File: config.mk
export PLATFORM = sky130hd
export DESIGN_NAME = multicycle_control
export DESIGN_NICKNAME = d
export VERILOG_FILES = /design/src/rtl/multicycle_control_pkg.sv /design/src/rtl/multicycle_control_instr_class_decode.sv /design/src/rtl/multicycle_control.sv
export SDC_FILE = /design/constraint.sdc
export NUM_CORES = 1
export LEC_CHECK = 0
export CORE_MARGIN = 2
export CORE_UTILIZATION = 35
export DETAILED_ROUTE_END_ITERATION = 12
export PLACE_DENSITY_LB_ADDON = 0.05
export SYNTH_ARGS = -nofsm -noshare
export SYNTH_HDL_FRONTEND = slang
export SYNTH_HIERARCHICAL = 1
export SYNTH_SLANG_ARGS = --single-unit
File: constraint.sdc
create_clock -name clock -period 1.7 [get_ports clock]
set_input_delay 0.34 -clock clock [delete_from_list [all_inputs] [get_ports clock]]
set_output_delay 0.34 -clock clock [all_outputs]
set_load 0.02 [all_outputs]
File: src/rtl/multicycle_control_pkg.sv
// ----------------------------------------------------------------------------
// lapido_ctrl_pkg
// Shared definitions for the Lapido multi-cycle control unit: the state
// encodings seen on state_o, the instruction class codes in the top three
// instruction bits, and the two fixed ALU operations the controller issues
// on its own (address add for memory, compare-subtract for branches).
// ----------------------------------------------------------------------------
package lapido_ctrl_pkg;

   localparam logic [2:0] FETCH  = 3'd0;
   localparam logic [2:0] DECODE = 3'd1;
   localparam logic [2:0] EXEC   = 3'd2;
   localparam logic [2:0] MEM    = 3'd3;
   localparam logic [2:0] WB     = 3'd4;

   typedef enum logic [2:0] {
      ST_FETCH  = FETCH,
      ST_DECODE = DECODE,
      ST_EXEC   = EXEC,
      ST_MEM    = MEM,
      ST_WB     = WB
   } state_t;

   localparam logic [2:0] CLS_ALU = 3'b100;
   localparam logic [2:0] CLS_MEM = 3'b001;
   localparam logic [2:0] CLS_BR  = 3'b010;

   localparam int unsigned ALUOP_ADD = 0;
   localparam int unsigned ALUOP_SUB = 1;

   // Only three of the eight class codes are implemented; everything else
   // is reported as illegal by the controller.
   function automatic logic is_legal_class(input logic [2:0] cls);
      return (cls == CLS_ALU) || (cls == CLS_MEM) || (cls == CLS_BR);
   endfunction

endpackage

File: src/rtl/multicycle_control_instr_class_decode.sv
// ----------------------------------------------------------------------------
// instr_class_decode
// Purely combinational decode of the instruction word into the fields the
// control FSM needs. The FSM registers whatever it uses from here.
// Ports:
//   instruction  in   INSTR_W  current instruction word
//   cls          out  3        class field (top three bits)
//   legal        out  1        class is one of ALU / MEM / BRANCH
//   is_store     out  1        load/store select bit (1 = store)
//   alu_op       out  ALUOP_W  ALU operation to issue in EXEC
//   alu_src      out  1        ALU B operand is the immediate (MEM class)
// ----------------------------------------------------------------------------
module instr_class_decode
   import lapido_ctrl_pkg::*;
#(
   parameter int INSTR_W = 32,
   parameter int ALUOP_W = 5
) (
   input  logic [INSTR_W-1:0] instruction,
   output logic [2:0]         cls,
   output logic               legal,
   output logic               is_store,
   output logic [ALUOP_W-1:0] alu_op,
   output logic               alu_src
);

   // Most instruction bits belong to the datapath (register indices,
   // immediates); they are folded here only to mark them as intentionally
   // unused by the controller.
   logic unused_bits;
   assign unused_bits = ^instruction;

   // ALU class takes its operation straight from the instruction; memory
   // accesses compute base+offset, branches compare by subtraction.
   always_comb begin
      cls      = instruction[INSTR_W-1 -: 3];
      legal    = is_legal_class(cls);
      is_store = instruction[INSTR_W-8];
      alu_op   = '0;
      alu_src  = 1'b0;
      case (cls)
         CLS_ALU: begin
            alu_op  = instruction[INSTR_W-4 -: ALUOP_W];
            alu_src = 1'b0;
         end
         CLS_MEM: begin
            alu_op  = ALUOP_W'(ALUOP_ADD);
            alu_src = 1'b1;
         end
         CLS_BR: begin
            alu_op  = ALUOP_W'(ALUOP_SUB);
            alu_src = 1'b0;
         end
         default: begin
            alu_op  = '0;
            alu_src = 1'b0;
         end
      endcase
   end

endmodule

File: src/rtl/multicycle_control.sv
// ----------------------------------------------------------------------------
// multicycle_control
// Multi-cycle control FSM of the Lapido core. Walks each instruction through
// FETCH / DECODE / EXEC / MEM / WB and drives the datapath strobes. Every
// output is a register loaded on the same edge that enters the state it
// belongs to, so a strobe is high for exactly the cycle(s) spent in that
// state. The two exceptions follow from when their inputs are sampled:
// ir_load/pc_enable appear in the cycle after FETCH accepts an instruction,
// and branch appears in the cycle after EXEC samples alu_zero.
// Ports:
//   clock        in   1        system clock, rising edge
//   reset        in   1        asynchronous, active-high
//   instr_valid  in   1        fetched instruction present
//   instruction  in   INSTR_W  current instruction word
//   alu_zero     in   1        ALU zero flag (branch compare result)
//   mem_ack      in   1        data memory completed request
//   ir_load      out  1        load instruction register
//   pc_enable    out  1        advance PC
//   branch       out  1        take branch
//   mem_read     out  1        data memory read request
//   mem_write    out  1        data memory write request
//   mem_to_reg   out  1        writeback selects memory data
//   alu_src      out  1        ALU B operand is the immediate
//   alu_op       out  ALUOP_W  ALU operation
//   reg_write    out  1        register file write strobe
//   illegal      out  1        sticky: unknown class decoded
//   timeout      out  1        sticky: memory did not acknowledge in time
//   state_o      out  3        current state encoding
// ----------------------------------------------------------------------------
module multicycle_control
   import lapido_ctrl_pkg::*;
#(
   parameter int INSTR_W  = 32,
   parameter int ALUOP_W  = 5,
   parameter int WAIT_MAX = 15
) (
   input  logic               clock,
   input  logic               reset,
   input  logic               instr_valid,
   input  logic [INSTR_W-1:0] instruction,
   input  logic               alu_zero,
   input  logic               mem_ack,
   output logic               ir_load,
   output logic               pc_enable,
   output logic               branch,
   output logic               mem_read,
   output logic               mem_write,
   output logic               mem_to_reg,
   output logic               alu_src,
   output logic [ALUOP_W-1:0] alu_op,
   output logic               reg_write,
   output logic               illegal,
   output logic               timeout,
   output logic [2:0]         state_o
);

   localparam int CNT_W = $clog2(WAIT_MAX + 1);
   // The counter holds the number of MEM cycles already spent without an
   // ack, so the cycle seeing this value is the last one allowed.
   localparam logic [CNT_W-1:0] WAIT_LAST = CNT_W'(WAIT_MAX - 1);

   state_t               state, state_nxt;
   logic [2:0]           cls_q, cls_nxt;
   logic                 store_q, store_nxt;
   logic [CNT_W-1:0]     wait_cnt, wait_cnt_nxt;

   logic                 ir_load_nxt, pc_enable_nxt, branch_nxt;
   logic                 mem_read_nxt, mem_write_nxt, mem_to_reg_nxt;
   logic                 alu_src_nxt, reg_write_nxt;
   logic [ALUOP_W-1:0]   alu_op_nxt;
   logic                 illegal_nxt, timeout_nxt;

   logic [2:0]           dec_cls;
   logic                 dec_legal, dec_store, dec_alu_src;
   logic [ALUOP_W-1:0]   dec_alu_op;

   instr_class_decode #(
      .INSTR_W (INSTR_W),
      .ALUOP_W (ALUOP_W)
   ) u_decode (
      .instruction (instruction),
      .cls         (dec_cls),
      .legal       (dec_legal),
      .is_store    (dec_store),
      .alu_op      (dec_alu_op),
      .alu_src     (dec_alu_src)
   );

   assign state_o = state;

   // State, latched decode and output registers. Reset clears everything
   // asynchronously, which also drops a memory request that is in flight.
   always_ff @(posedge clock or posedge reset) begin
      if (reset) begin
         state      <= ST_FETCH;
         cls_q      <= '0;
         store_q    <= 1'b0;
         wait_cnt   <= '0;
         ir_load    <= 1'b0;
         pc_enable  <= 1'b0;
         branch     <= 1'b0;
         mem_read   <= 1'b0;
         mem_write  <= 1'b0;
         mem_to_reg <= 1'b0;
         alu_src    <= 1'b0;
         alu_op     <= '0;
         reg_write  <= 1'b0;
         illegal    <= 1'b0;
         timeout    <= 1'b0;
      end else begin
         state      <= state_nxt;
         cls_q      <= cls_nxt;
         store_q    <= store_nxt;
         wait_cnt   <= wait_cnt_nxt;
         ir_load    <= ir_load_nxt;
         pc_enable  <= pc_enable_nxt;
         branch     <= branch_nxt;
         mem_read   <= mem_read_nxt;
         mem_write  <= mem_write_nxt;
         mem_to_reg <= mem_to_reg_nxt;
         alu_src    <= alu_src_nxt;
         alu_op     <= alu_op_nxt;
         reg_write  <= reg_write_nxt;
         illegal    <= illegal_nxt;
         timeout    <= timeout_nxt;
      end
   end

   // Next state plus the output values for the state being entered. Strobes
   // default low so each one lasts only as long as the state that sets it;
   // the two error flags default to their current value so they stick.
   always_comb begin
      state_nxt      = state;
      cls_nxt        = cls_q;
      store_nxt      = store_q;
      wait_cnt_nxt   = '0;
      ir_load_nxt    = 1'b0;
      pc_enable_nxt  = 1'b0;
      branch_nxt     = 1'b0;
      mem_read_nxt   = 1'b0;
      mem_write_nxt  = 1'b0;
      mem_to_reg_nxt = 1'b0;
      alu_src_nxt    = 1'b0;
      alu_op_nxt     = '0;
      reg_write_nxt  = 1'b0;
      illegal_nxt    = illegal;
      timeout_nxt    = timeout;

      case (state)
         ST_FETCH: begin
            if (instr_valid) begin
               ir_load_nxt   = 1'b1;
               pc_enable_nxt = 1'b1;
               state_nxt     = ST_DECODE;
            end
         end

         ST_DECODE: begin
            cls_nxt   = dec_cls;
            store_nxt = dec_store;
            if (!dec_legal) begin
               illegal_nxt = 1'b1;
               state_nxt   = ST_FETCH;
            end else begin
               alu_op_nxt  = dec_alu_op;
               alu_src_nxt = dec_alu_src;
               state_nxt   = ST_EXEC;
            end
         end

         ST_EXEC: begin
            case (cls_q)
               CLS_ALU: begin
                  reg_write_nxt = 1'b1;
                  state_nxt     = ST_WB;
               end
               CLS_MEM: begin
                  mem_read_nxt  = !store_q;
                  mem_write_nxt = store_q;
                  state_nxt     = ST_MEM;
               end
               default: begin
                  branch_nxt = alu_zero;
                  state_nxt  = ST_FETCH;
               end
            endcase
         end

         // An ack in the last allowed cycle is still honoured because it is
         // tested before the limit.
         ST_MEM: begin
            if (mem_ack) begin
               if (store_q) begin
                  state_nxt = ST_FETCH;
               end else begin
                  mem_to_reg_nxt = 1'b1;
                  reg_write_nxt  = 1'b1;
                  state_nxt      = ST_WB;
               end
            end else if (wait_cnt == WAIT_LAST) begin
               timeout_nxt = 1'b1;
               state_nxt   = ST_FETCH;
            end else begin
               mem_read_nxt  = !store_q;
               mem_write_nxt = store_q;
               wait_cnt_nxt  = wait_cnt + 1'b1;
            end
         end

         ST_WB: begin
            state_nxt = ST_FETCH;
         end

         default: begin
            state_nxt = ST_FETCH;
         end
      endcase
   end

endmodule
**Word level (Yosys, flattened, before mapping)**

Index checks and enable logic that the tools add are counted.

- Reductions and logical operators: 8
- Bitwise logic cells: 2
- Muxes and demuxes: 33
- Eq/ne operators: 11
- Add/subtract/negate cells: 1

Operator list:

| cell | count |
|---|---|
| 1-bit 2-to-1 mux | 17 |
| 3-bit 2-to-1 mux | 4 |
| 4-bit 2-to-1 mux | 3 |
| 3-bit case mux with 4 select lines | 1 |
| 5-bit 2-to-1 mux | 2 |
| 5-bit case mux with 2 select lines | 1 |
| 3-bit by 1-bit equality test with 1-bit output, second input constant | 3 |
| 3-bit by 2-bit equality test with 1-bit output, second input constant | 3 |
| 3-bit equality test, second input constant | 2 |
| 1-bit case mux with 2 select lines | 3 |
| 3-bit case mux with 2 select lines | 1 |
| 4-bit by 1-bit adder with 4-bit output, second input constant | 1 |
| 4-bit equality test, second input constant | 1 |
| 2-bit AND reduction | 2 |
| 3-bit logical NOT | 1 |
| 3-bit inequality test, second input constant | 1 |
| 3-bit AND reduction | 1 |
| 1-bit logical OR | 2 |
| 2-bit 2-to-1 mux | 1 |
| 2-bit inequality test, second input constant | 1 |
| 1-bit NOT | 2 |
| 2-bit OR reduction | 1 |
| 1-bit logical NOT | 1 |

- Output and inout port bits: 18
- Word-level logic and storage cells: 69
- Register bits after elaboration: 25

**Logic depth before layout (Yosys ltp)**

- Depth in word-level cells: 5
- Mapped depth: 5
- Gate-level depth less buffers: 5

**Hierarchy**

The synthesis kept the hierarchy.

Modules (own cells, without submodules):

| module | area each (sq um) | instances | cells each |
|---|---|---|---|
| multicycle_control | 1007.2 | 1 | 77 |
| instr_class_decode | 115.1 | 1 | 16 |

**Worst setup path after synthesis**

No wires, ideal clock.

- Path kind: flip-flop to flip-flop
- From: register state[0] (netlist: state_o[0])
- To: register cls_q[1]
- Arrival time: 1.192 ns
- Cell stages (with the launch flop): 3
- Clock period less this slack: 1.316 ns
- Path buffers: 0
- Path slack: 0.384 ns
- Required time: 1.575 ns
- Setup time: 0.125 ns
- Cell sequence: dfrtp_1 nor3b_4 mux2_2

- Longest elaborated chain between the ends: 1

Ends and longest elaborated chain:

| element | line | RTL |
|---|---|---|
| start, declared | multicycle_control.sv:62 | `state_t state, state_nxt;` |
| start signal, assigned | multicycle_control.sv:111 | `state <= state_nxt;` |
| 3-bit by 1-bit equality test with 1-bit output | multicycle_control.sv:149 | `case (state)` |
| end signal, assigned | multicycle_control.sv:112 | `cls_q <= cls_nxt;` |
| end, declared | multicycle_control.sv:63 | `logic [2:0] cls_q, cls_nxt;` |

No other way between the ends.
A chain may end at the register's enable or synchronous reset.

**Worst setup path after layout**

- From: register timeout
- To: output timeout

RTL lines:

| element | line | RTL |
|---|---|---|
| start, declared | multicycle_control.sv:53 | `output logic timeout,` |
| start signal, assigned | multicycle_control.sv:125 | `timeout <= timeout_nxt;` |

No word-level cell between the ends.

==> impl_results.md <==
- Worst skew pair latency: 310 ps
- Pleak: 0.000701 uW
- Crit path DAT: 1280 ps
- Peak VDD IR: 385 uV
- Layout area overhead: 32.6%
- Combinational share of power: 34.9%
- Switching power: 596 uW
- Die width: 60.6 um
- Clock transition at the registers of the reported paths: 140 ps
- Clk_skew: 1.85 ps
- TritonCTS clock tree: done
- Final hold violations: 0
- Synth Flop Type: dfrtp_1
- Tcrit/Tclk final: 95.4%
- Relative slew slack: 77.5%
- Largest net degree at the start of global routing: 26
- Max stage delay on crit path: 600 ps
- Routed length on met1: 855 um
- Detail Route Antenna Nets: 0
- Highest routed metal layer: met4
- Rows: 20
- CP endpoint: timeout
- Total track usage: 12.3%
- CP Cell Sequence: clkdlybuf4s50_1
- Power, Total: 1700 uW
- Synth warn: 6
- Async SR Flop Fraction: 100%
- Reg-to-reg critical path endpoint: store_q
- Sequential area share after synthesis: 55.7%
- CP Capture Type: primary output
- First-iteration detailed-routing DRC count: 11
- Clock Tree Buf Depth: 2
- Multi-input gate area: 422 um^2
- Layout cell share with drive strength beyond 1: 13.6%
- Starting Density: 36.8%
- Max-cap violations: 0
- Reg power frac: 49.3%
- Synthesized flop and latch total: 25
- Die area: 3680 um^2
- CTS buffer count: 3
- Final setup TNS: 0 ps
- Via density: 4.43
- Final Setup Violations: 0
- Min Hold Slack: 348 ps
- Req. time, crit path: 1360 ps
- Clock sink total: 25
- FF/Latch Area: 628 um^2
- IO Count: 55
- Vias: 749
- Period minus WS final: 1620 ps
- Share of Yosys cell area claimed by the top area cell type: 55.7%
- Synthesized cell area: 1120 um^2
- Pwr Density: 1140 nW/um^2
- Total grt overflow: 0
- Nets: 165
- R2R setup slack: 380 ps
- Cell Int Power: 1100 uW
- FF-to-FF Start: state_o[1]
- Final GP Congestion: 0.693
- Beginning of the critical path: timeout
- CP Buf/Inv Count: 1
- Top-count cell post-synth: dfrtp_1
- Met2 WL post-DR: 1020 um
- Max reg flops: 5
- Post-DP HPWL: 1460 um
- Core Area: 3050 um^2
- Crit path depth: 1
- Crit path max fanout: 2
- Crit start category: flip-flop
- Final Cell Area: 1490 um^2
- Critical path's top delay family: buffers and inverters
- H-tree Lvls: 1
- Post-synth top cells: dfrtp_1 (25), inv_1 (7), nor2_1 (7)
- Setup CP Type: reg -> out
- Fin. max-slew vios: 0
- Cell count after synthesis: 93
- Drt total wl: 1970 um
- Post-synth cell types: 32
- Clock root buffer: clkbuf_4
- RSZ-0062 raised after global routing: no
- Die Y: 60.6 um
- First-pass GRT wire length: 3280 um
- Hold Buf Count CTS: 0
- Area contributors post-synth: dfrtp_1 (56%), and3_1 (3.3%), buf_4 (3.3%)
- Vias in the first global route: 715
- Most flops, register: alu_op
- Post-synth EDFFs: 0
- Max Fclk: 617 MHz
- Initial antenna violation count: 0
- Number of diodes: 0
- Wirelength per Cell: 11.7 um
- Largest regs: alu_op: 5 flops, wait_cnt: 4 flops
- Setup bufs post-CTS: 0
- CP max-delay cell: clkdlybuf4s50_1
- DRC errors left: 0
- Dpl cell area: 1460 um^2
- Mean post-synth cell area: 12.1 um^2
- Mapped Nets: 132
- Clock power frac: 15.8%
- Tightest Pin Transition: 337 ps
- Layout fillers: 311
- PortBufs: 30
- Status: completed
- Hold Crit Class: in -> async
- Reg2Reg Depth: 2
- Routed wl met3: 78 um
- Largest area contributor in the netlist: dfrtp_1
- TritonRoute pass-1 iters: 4
- Switching share of power: 35.2%
power groups by stage:
stage	combinational (uW)	clock, uW	sequential [uW]
3_3_place_gp	613	0	843
3_5_place_dp	619	0	849
4_1_cts	605	276	836
2_1_floorplan	356	0	890
5_1_grt	649	306	852
6_report	592	268	836
worst min path at each step:
stage / from / end / slack [ps] / depth (start not counted)
6_report: reset / alu_op[0] / 350 / 3
5_1_grt: reset / alu_op[0] / 390 / 3
4_1_cts: reset / illegal / 360 / 3
3_5_place_dp: illegal / illegal / 450 / 1
3_3_place_gp: illegal / illegal / 440 / 1
2_1_floorplan: reset / alu_op[0] / 370 / 1
kinds of logic (layout without fill, tap and decap cells):
kind of cell	count (synthesis)	in the layout	synth area share, %
AO/OA/AOI/OAI	11	11	7.92
XOR/XNOR	4	4	3.12
adder cells (fa/ha/maj)	2	2	2.23
buffers and inverters	13	45	6.69
flip-flops	25	25	55.7
multiplexers	3	3	2.90
AND/OR/NAND/NOR	35	35	21.4
routing by layer:
| layer | up-vias | global-route usage, % |
|---|---|---|
| met5 | - | 0 |
| met2 | 13 | 20.7 |
| li1 | 373 | - |
| met1 | 361 | 14.7 |
| met3 | 2 | 3.20 |
| met4 | 0 | 5.59 |
timing repair:
item | CTS | global route
cloned | 0 | 0
setup endpoints to repair | 3 | 1
hold endpoints to repair | 0 | 0
resized for setup | 5 | 1
layout make-up:
| cell class | instances | area share (%) |
|---|---|---|
| timing repair buffer | 34 | 22.1 |
| multi-input combinational | 55 | 28.3 |
| sequential | 25 | 42.2 |
| inverter | 7 | 1.77 |
| clock inverter | 1 | 0.336 |
| tap | 44 | 3.70 |
| clock buffer | 3 | 1.51 |
stage by stage:
step,cells,setup WS (ps),utilization [%]
CTS,169,54.8,48.6
detailed placement,165,55.6,47.8
global route,169,13.1,48.7
global placement,165,74.3,47.8
finish,169,78.4,48.7
floorplan,93,384,-
layout by cell type, fill, tap and decap left out, types with 2 or more instances in the layout:
master           instances
clkdlybuf4s50_1         26
dfrtp_2                  2
dlygate4sd2_1            3
ha_1                     2
buf_4                    4
nand3_1                  2
xnor2_1                  2
clkbuf_4                 3
a31o_1                   2
dfrtp_1                 23
inv_1                    7
and2_1                   4
nor2_1                   7
mux2_2                   2
o21ai_0                  3
and3_1                   6
nand2b_1                 2
nand2_1                  5
xor2_1                   2
Power figures use the tool's default switching activity.
